[config.mk]
export PLATFORM = sky130hd
export DESIGN_NAME = multi_cycle_controller
export DESIGN_NICKNAME = d
export VERILOG_FILES = /design/src/rtl/multi_cycle_controller.sv
export SDC_FILE = /design/constraint.sdc
export NUM_CORES = 1
export LEC_CHECK = 0
export CORE_MARGIN = 5
export CORE_UTILIZATION = 46
export CTS_BUF_LIST = sky130_fd_sc_hd__clkbuf_4 sky130_fd_sc_hd__clkbuf_8
export DETAILED_ROUTE_END_ITERATION = 7
export PLACE_DENSITY = 0.82
export SKIP_LAST_GASP = 1
export SYNTH_ARGS = -nofsm -noshare
export SYNTH_HDL_FRONTEND = slang
export SYNTH_SLANG_ARGS = --single-unit
[constraint.sdc]
create_clock -name i_clk -period 2.45 [get_ports i_clk]
set_clock_uncertainty 0.05 [all_clocks]
set_input_delay 0.245 -clock i_clk [delete_from_list [all_inputs] [get_ports i_clk]]
set_output_delay 0.245 -clock i_clk [all_outputs]
set_load 0.03 [all_outputs]
[src/rtl/multi_cycle_controller.sv]
// multi_cycle_controller: main control FSM of the multi-cycle RV32I core.
// Ports:
//   i_clk, i_srst_n            clock, synchronous active-low reset
//   i_operand, i_funct3,       latched instruction fields (opcode, funct3, bit 30)
//   i_funct7bit5
//   i_zeroFlag                 shared ALU zero flag
//   i_memReady                 unified memory finished the current access
//   o_memReq, o_adrSrc         memory request and address select (PC / ALU-out)
//   o_irWrite, o_pcWrite       instruction/oldPC load, PC load
//   o_memWriteEn, o_regWriteEn memory and register file write strobes
//   o_aluSrcA, o_aluSrcB       ALU operand selects
//   o_resultSrc                result bus select
//   o_aluLogicOperation        ALU operation (pa_riscv encoding)
//   o_instrRetired, o_trap     retire pulse, sticky illegal-instruction flag
//   o_state                    current state for debug
package pa_riscv;
    localparam logic [6:0] OP_LOAD   = 7'b0000011;
    localparam logic [6:0] OP_STORE  = 7'b0100011;
    localparam logic [6:0] OP_RTYPE  = 7'b0110011;
    localparam logic [6:0] OP_ITYPE  = 7'b0010011;
    localparam logic [6:0] OP_BRANCH = 7'b1100011;
    localparam logic [6:0] OP_JAL    = 7'b1101111;
    localparam logic [3:0] ALU_ADD = 4'd0;
    localparam logic [3:0] ALU_SUB = 4'd1;
    localparam logic [3:0] ALU_AND = 4'd2;
    localparam logic [3:0] ALU_OR  = 4'd3;
    localparam logic [3:0] ALU_SLT = 4'd4;
endpackage

module multi_cycle_controller
    import pa_riscv::*;
(
    input  logic       i_clk,
    input  logic       i_srst_n,
    input  logic [6:0] i_operand,
    input  logic [2:0] i_funct3,
    input  logic       i_funct7bit5,
    input  logic       i_zeroFlag,
    input  logic       i_memReady,
    output logic       o_memReq,
    output logic       o_adrSrc,
    output logic       o_irWrite,
    output logic       o_pcWrite,
    output logic       o_memWriteEn,
    output logic       o_regWriteEn,
    output logic [1:0] o_aluSrcA,
    output logic [1:0] o_aluSrcB,
    output logic [1:0] o_resultSrc,
    output logic [3:0] o_aluLogicOperation,
    output logic       o_instrRetired,
    output logic       o_trap,
    output logic [3:0] o_state
);
    typedef enum logic [3:0] {
        FETCH, DECODE, MEMADR, MEMREAD, MEMWB, MEMWRITE,
        EXECUTER, EXECUTEI, ALUWB, BEQ, JAL, TRAP
    } state_t;

    state_t     state, next_state;
    logic       f3_ok;
    logic [3:0] alu_dec;
    logic       mem_req_q;
    // {trap, mem_req, adr_src, alu_src_a, alu_src_b, result_src}
    logic [8:0] moore_q;

    // Moore outputs are registered alongside the state, so they are derived
    // from the state being entered.
    function automatic logic [8:0] moore(input state_t s);
        case (s)
            FETCH:    moore = 9'b0_1_0_00_10_10;
            DECODE:   moore = 9'b0_0_0_01_01_00;
            MEMADR:   moore = 9'b0_0_0_10_01_00;
            MEMREAD:  moore = 9'b0_1_1_00_00_00;
            MEMWB:    moore = 9'b0_0_0_00_00_01;
            MEMWRITE: moore = 9'b0_1_1_00_00_00;
            EXECUTER: moore = 9'b0_0_0_10_00_00;
            EXECUTEI: moore = 9'b0_0_0_10_01_00;
            BEQ:      moore = 9'b0_0_0_10_00_00;
            JAL:      moore = 9'b0_0_0_01_10_00;
            TRAP:     moore = 9'b1_0_0_00_00_00;
            default:  moore = 9'b0_0_0_00_00_00;
        endcase
    endfunction

    always_comb begin
        f3_ok   = i_funct3 == 3'b000 || i_funct3 == 3'b111 || i_funct3 == 3'b110 || i_funct3 == 3'b010;
        // funct7 bit 5 only selects SUB for register-register ops; addi is never SUB
        alu_dec = i_funct3 == 3'b111 ? ALU_AND :
                  i_funct3 == 3'b110 ? ALU_OR  :
                  i_funct3 == 3'b010 ? ALU_SLT :
                  (i_funct3 == 3'b000 && i_funct7bit5 && state == EXECUTER) ? ALU_SUB : ALU_ADD;
        next_state = state;
        case (state)
            FETCH:    next_state = i_memReady ? DECODE : FETCH;
            DECODE:   next_state = (i_operand == OP_LOAD || i_operand == OP_STORE) ? MEMADR :
                                   i_operand == OP_RTYPE  ? EXECUTER :
                                   i_operand == OP_ITYPE  ? EXECUTEI :
                                   i_operand == OP_BRANCH ? BEQ :
                                   i_operand == OP_JAL    ? JAL : TRAP;
            MEMADR:   next_state = i_operand == OP_STORE ? MEMWRITE : MEMREAD;
            MEMREAD:  next_state = i_memReady ? MEMWB : MEMREAD;
            MEMWB:    next_state = FETCH;
            MEMWRITE: next_state = i_memReady ? FETCH : MEMWRITE;
            EXECUTER: next_state = f3_ok ? ALUWB : TRAP;
            EXECUTEI: next_state = f3_ok ? ALUWB : TRAP;
            ALUWB:    next_state = FETCH;
            BEQ:      next_state = i_funct3 == 3'b000 ? FETCH : TRAP;
            JAL:      next_state = ALUWB;
            TRAP:     next_state = TRAP;
            default:  next_state = FETCH;
        endcase
    end

    always_ff @(posedge i_clk) begin
        if (!i_srst_n) begin
            state   <= FETCH;
            moore_q <= moore(FETCH);
        end else begin
            state   <= next_state;
            moore_q <= moore(next_state);
        end
    end

    assign {o_trap, mem_req_q, o_adrSrc, o_aluSrcA, o_aluSrcB, o_resultSrc} = moore_q;

    // Every strobe is masked by reset so an abandoned instruction writes nothing.
    assign o_memReq       = i_srst_n && mem_req_q;
    assign o_irWrite      = i_srst_n && state == FETCH && i_memReady;
    assign o_pcWrite      = i_srst_n && ((state == FETCH && i_memReady) || state == JAL ||
                                         (state == BEQ && i_zeroFlag));
    assign o_memWriteEn   = i_srst_n && state == MEMWRITE;
    assign o_regWriteEn   = i_srst_n && (state == MEMWB || state == ALUWB);
    assign o_instrRetired = i_srst_n && (state == MEMWB || state == ALUWB ||
                                         (state == MEMWRITE && i_memReady) ||
                                         (state == BEQ && i_funct3 == 3'b000));
    assign o_aluLogicOperation = state == BEQ ? ALU_SUB :
                                 (state == EXECUTER || state == EXECUTEI) ? alu_dec : ALU_ADD;
    assign o_state = state;
endmodule

-- After elaboration in Yosys (flattened, before gate mapping)
Memories as Yosys holds them, arrays and structs flattened. A register that Yosys moved wholly into a read port is not among the register bits.
Cells that the tools add are included.
- eq/ne operators: 20
- mux-type cells: 18
- reductions and logical operators: 27
- operators with widths (operator ; number):
    $pmux W4 S9 ; 1
    $mux W3 ; 8
    $eq A4 B3 Y1 const B ; 4
    $eq A4 B4 Y1 const B ; 4
    $mux W4 ; 4
    $eq A7 B6 Y1 const B ; 2
    $eq A7 B7 Y1 const B ; 2
    $logic_and A1 B1 Y1 ; 13
    $logic_or A1 B1 Y1 ; 10
    $eq A4 B2 Y1 const B ; 2
    $eq A7 B2 Y1 const B ; 1
    $eq A7 B5 Y1 const B ; 1
    $eq A3 B3 Y1 const B ; 2
    $eq A4 B1 Y1 const B ; 1
    $logic_not A4 Y1 ; 1
    $mux W2 ; 2
    $eq A3 B2 Y1 const B ; 1
    $logic_not A3 Y1 ; 1
    $mux W1 ; 3
    $reduce_or A2 Y1 ; 1
    $logic_not A1 Y1 ; 1
- register bits: 4
- memory bits (read-only): 144
- input port bits: 15
- output and inout port bits: 22
- memories: 1
- memory list (memory ; words ; bits a word ; rd ports ; clocked after Yosys merged registers in ; write ports ; RTL line ; text):
    (name not given) ; 16 ; 9 ; 1 ; 1 ; 0 ; 69 ; case (s)

-- Longest topological paths before layout
Gate-level depths: netlist (run 1).
- depth in word-level cells: 9
- depth in mapped cells: 9
- gate-level depth less buffers: 8

-- Worst setup path after synthesis (run 1)
No wires, ideal clock.
- path type: register -> output
- start: register state[2] (netlist: o_state[2])
- end: output port o_aluLogicOperation[2]
- data arrival time: 1.980 ns
- slack: 0.175 ns
- stages on the path, launching flop included: 5
- path buffers: 1
- cell sequence: dfxtp_1 -> buf_6 -> and2b_1 -> nand2_1 -> nor4b_1
- cells in the longest elaborated chain, start to end: 4
- elaborated cells between the ends (all ways): 6
- ends and longest elaborated chain (what ; RTL line ; text):
    from (decl) ; 59 ; state_t state, next_state;
    from (signal assigned) ; 119 ; state <= next_state;
    $eq A4 B3 Y1 ; 137 ; (state == EXECUTER || state == EXECUTEI) ? alu_dec : ALU_ADD;
    $logic_or A1 B1 Y1 ; 137 ;
    $mux W3 ; 137 ;
    $mux W3 (*) ; 136 ; assign o_aluLogicOperation = state == BEQ ? ALU_SUB :
    to (decl) ; 49 ; output logic [3:0] o_aluLogicOperation,
Every way passes the cells marked *; elsewhere a longest branch is shown, timed or not.

-- Worst setup path after layout (run 1)
- start: register state[3] (netlist: o_state[3])
- end: output port o_irWrite
- cells in the longest elaborated chain, start to end: 3
- ends and longest elaborated chain (what ; RTL line ; text):
    $logic_not A4 Y1 ; 128 ; assign o_irWrite = i_srst_n && state == FETCH && i_memReady;
    $logic_and A1 B1 Y1 (2 in series) ; 128 ;
    to (decl) ; 42 ; output logic o_irWrite,
Every way passes these cells.

==> results of run 1 <==
## cell families (layout without fill, tap and decap cells)
logic type,after synthesis,count (layout),share of synthesized area (%)
other,1,1,0.362
adders and majority gates,5,5,6.05
xor gates and xnor gates,1,1,0.847
muxes,4,4,3.87
DFF,13,13,25.2
buffers and inverters,15,55,9.55
and+or+nand+nor,53,53,34.1
AOI/OAI and AO/OA,24,24,20.1
## cell type report
cell class,instances,area share (%)
timing repair buffer,47,30.7
tap,28,2.39
sequential,13,17.8
inverter,4,1.02
multi-input combinational,88,46.0
clock buffer,4,2.05
## worst max-delay path, delay by kind of cell (launching register included)
family	cells	cell delay, ns
simple gates	3	0.51
buf+inv	2	0.88
flops	1	0.32
## report_power, final
group | internal (mW) | switching, mW | leakage (nW) | total [mW]
logic | 0.421 | 0.502 | 0.554 | 0.923
clock network | 0.0744 | 0.0690 | 0.0184 | 0.143
registers | 0.282 | 0.0639 | 0.107 | 0.346
## cells in the mapped netlist (all sizes together)
library cell  number  share of area (%)
and3               2                1.2
nor3b              2                1.9
clkbuf             1               0.73
or2b               1               0.73
o22ai              1               0.60
and2               2                1.2
a31oi              1               0.60
a32oi              1                2.7
mux2i              4                3.9
o21bai             1                1.8
or2                1               0.60
clkinv             1               0.36
a21oi              3                1.5
conb               1               0.36
a211oi             2                1.5
nand4bb            1                1.1
inv                3                1.1
nor2b              8                5.8
and3b              1               0.85
nand4b             1               0.85
nor3               9                4.4
nor2              10                3.9
nand2b             3                1.8
a21boi             2                1.5
buf               10                7.4
nand2              5                1.8
a31o               1               0.85
xnor2              1               0.85
o32ai              1               0.85
and4               1               0.85
ha                 5                6.0
and2b              1               0.73
a22o               1               0.85
nand3              1               0.48
dfxtp             13                 25
o21ai              3                1.8
o41ai              2                1.7
nor4b              3                4.0
nand3b             1                1.9
a21o               2                1.5
o22a               1               0.85
a221o              1               0.97
a22oi              1               0.73
## worst min path at each step
stage	start	end	slack, ns	cells after the start
after floorplan	i_srst_n	moore_q[7]$_SDFF_PN1_	0.27	1
after global placement	o_state[2]$_SDFF_PN0_	o_state[2]$_SDFF_PN0_	0.74	3
after detailed placement	o_state[2]$_SDFF_PN0_	o_state[2]$_SDFF_PN0_	0.78	3
after CTS	i_srst_n	moore_q[7]$_SDFF_PN1_	0.70	3
after global routing	i_srst_n	moore_q[7]$_SDFF_PN1_	0.71	3
final	i_srst_n	moore_q[7]$_SDFF_PN1_	0.69	3
## cell usage in the layout, fill, tap and decap left out, types with 2 or more instances in the layout
cell,netlist,layout
sky130_fd_sc_hd__a21oi_1,3,3
sky130_fd_sc_hd__dlymetal6s2s_1,0,4
sky130_fd_sc_hd__nor3_1,9,9
sky130_fd_sc_hd__inv_1,3,3
sky130_fd_sc_hd__dfxtp_1,13,12
sky130_fd_sc_hd__nand2b_1,3,3
sky130_fd_sc_hd__clkbuf_4,1,4
sky130_fd_sc_hd__a21boi_1,2,2
sky130_fd_sc_hd__nor2b_1,6,6
sky130_fd_sc_hd__o21ai_1,2,2
sky130_fd_sc_hd__nor2_1,9,9
sky130_fd_sc_hd__buf_4,8,12
sky130_fd_sc_hd__nand2_1,5,5
sky130_fd_sc_hd__and2_1,2,2
sky130_fd_sc_hd__clkdlybuf4s50_1,0,31
sky130_fd_sc_hd__mux2i_1,4,4
sky130_fd_sc_hd__a21o_1,2,2
sky130_fd_sc_hd__a211oi_1,2,2
sky130_fd_sc_hd__o41ai_1,2,2
sky130_fd_sc_hd__and3_1,2,2
sky130_fd_sc_hd__nor4b_1,2,2
sky130_fd_sc_hd__ha_1,5,5
## metrics by stage
stage	total power, mW	cell area [um^2]	worst slack [ns]
3_5_place_dp	1.28	1430	-0.0150
3_3_place_gp	1.24	1430	0.0756
4_1_cts	1.43	1460	0.0414
2_1_floorplan	0.991	1030	0.175
5_1_grt	1.52	1470	0.0208
6_report	1.41	1470	0.171
## timing repair
action	4_1_cts	5_1_grt
gates resized for setup	1	4
endpoints found under the setup margin	2	4
endpoints found under the hold margin	0	0
buffers inserted	0	0
## per-layer routing
metal,vias to the layer above,routed length (um),global-route usage [%]
met5,-,0,0
met4,0,39,6.95
met3,5,142,2.26
met2,33,1450,31.5
met1,471,1080,17.5
li1,497,-,-
## sequential cells by signal, indices dropped and copies added, names as in the netlist
| register | flops |
|---|---|
| o_state | 4 |
| moore_q | 9 |
==> PnR_summary.wiki, run 1 <==
{| class="wikitable"
! Metric !! Value
|-
| Length of the first detailed-routing pass in iterations || 5
|-
| Synthesis-stage register bit count || 13
|-
| H-tree Lvls || 1
|-
| Arrival time of the worst setup path || 1.98 ns
|-
| Flip-flop and latch area || 262 um^2
|-
| Share of layout cells above drive strength 1 || 16.7%
|-
| Number of top-level pins || 37
|-
| Unrepaired setup endpoints after global routing || no
|-
| Endpoint required time on the critical path || 2.15 ns
|-
| Max incr delay on CP || 0.70 ns
|-
| Fraction of the cycle the final worst path needs || 93.0%
|-
| Gate Count Post-Synth || 116
|-
| Routed via count || 1006
|-
| Avg Synthesized Cell Area || 8.92 um^2
|-
| Core region area || 2170 um^2
|-
| Peak supply drop || 0.744 mV
|-
| Unique masters post-synth || 51
|-
| Die span in y || 57.4 um
|-
| Post-detail-place hpwl || 2190 um
|-
| Actual slew at the worst max-slew pin || 0.516 ns
|-
| Slack of the worst reg-to-reg path || 0.30 ns
|-
| Post-route antenna net violation count || 0
|-
| Peak clock frequency supported by timing || 439 MHz
|-
| Synth warn || 0
|-
| Critical path class || register to output pin
|-
| Worst setup path endpoint || o_irWrite
|-
| Standard cell with the maximum stage delay on the critical path || sky130_fd_sc_hd__clkdlybuf4s50_1
|-
| Global-route wire length before repair || 4320 um
|-
| Area of combinational cells with multiple inputs || 676 um^2
|-
| Antenna cell count || 0
|-
| Worst-path fanout max || 11
|-
| Nature of the critical path endpoint || output pin
|-
| Post-detailed-route DRC marker count || 0
|-
| Filler Cells Inserted || 192
|-
| FF-to-FF Start || o_state[3]$_SDFF_PN0_
|-
| Cells on worst reg2reg path || 8
|-
| Routed WL per cell || 14.7 um
|-
| Cell Count Post-Placement || 180
|-
| Critical Path Source || o_state[3]$_SDFF_PN0_
|-
| Area Growth Syn to Fin || 41.8%
|-
| P_leak || 0.680 nW
|-
| Hold WS || 0.693 ns
|-
| Gr ovfl total || 0
|-
| Hold violation total from the final report || 0
|-
| Full die area || 3300 um^2
|-
| Maximum number of pins on one net before global-route repair || 15
|-
| Global-route total usage across every layer || 16.4%
|-
| Final setup viols || 0
|-
| I/O Buffers || 35
|-
| Clock sink count || 13
|-
| Status || complete, no violations
|-
| Synthesized area || 1030 um^2
|-
| Endpoint of the worst-slack reg-to-reg timing path || moore_q[3]$_SDFF_PN1_
|-
| Drt via density || 5.47
|-
| Critical Path Source Type || register
|-
| # hold bufs at CTS || 0
|-
| Via count of the first global-routing pass || 999
|-
| Hold/Removal Path Class || input port to register
|-
| Number of nets in the synthesized netlist || 136
|-
| Final number of max-transition violations || 0
|-
| Tightest slew margin relative to the limit || 65.5%
|-
| TritonCTS clock tree || done
|-
| Skew-Pair Late Insertion Delay || 0.28 ns
|-
| Clock-pin transition on the worst setup and hold timing paths || 0.07 ns
|-
| Pwr per Cell Area || 962 nW/um^2
|-
| Standard-cell row count || 17
|-
| Number of antenna violations at the first check in global routing || 0
|-
| Final Util || 67.6%
|-
| Max cap viols || 0
|-
| GP Congestion || 0.843
|-
| Maximum buffer depth of the clock tree || 2
|-
| Starting utilization of the core area || 47.7%
|-
| Starting DRT DRC Count || 20
|-
| Sequential share of the synthesized area || 25.2%
|-
| Number of nets at the end of the flow || 177
|-
| Final min period || 2.28 ns
|-
| CTS Buf Count || 3
|-
| Root buf cell || sky130_fd_sc_hd__clkbuf_4
|-
| Cell breakdown of the critical path || buf_4, nor2_1, nand2_1, nor3_1, clkdlybuf4s50_1
|-
| Horizontal extent of the die || 57.4 um
|-
| Total wire length after detailed routing || 2700 um
|-
| Setup TNS Final || 0 ns
|-
| Number of standard cells in the layout, taps in and fillers out || 184
|}
Power figures use the tool's default switching activity.
==> run 2, diff against run 1 <==
Settings changed: HOLD_SLACK_MARGIN from default to 0.08.
==> results of run 2 <==
Final layout, timing and power as in run 1 (identical DEF).
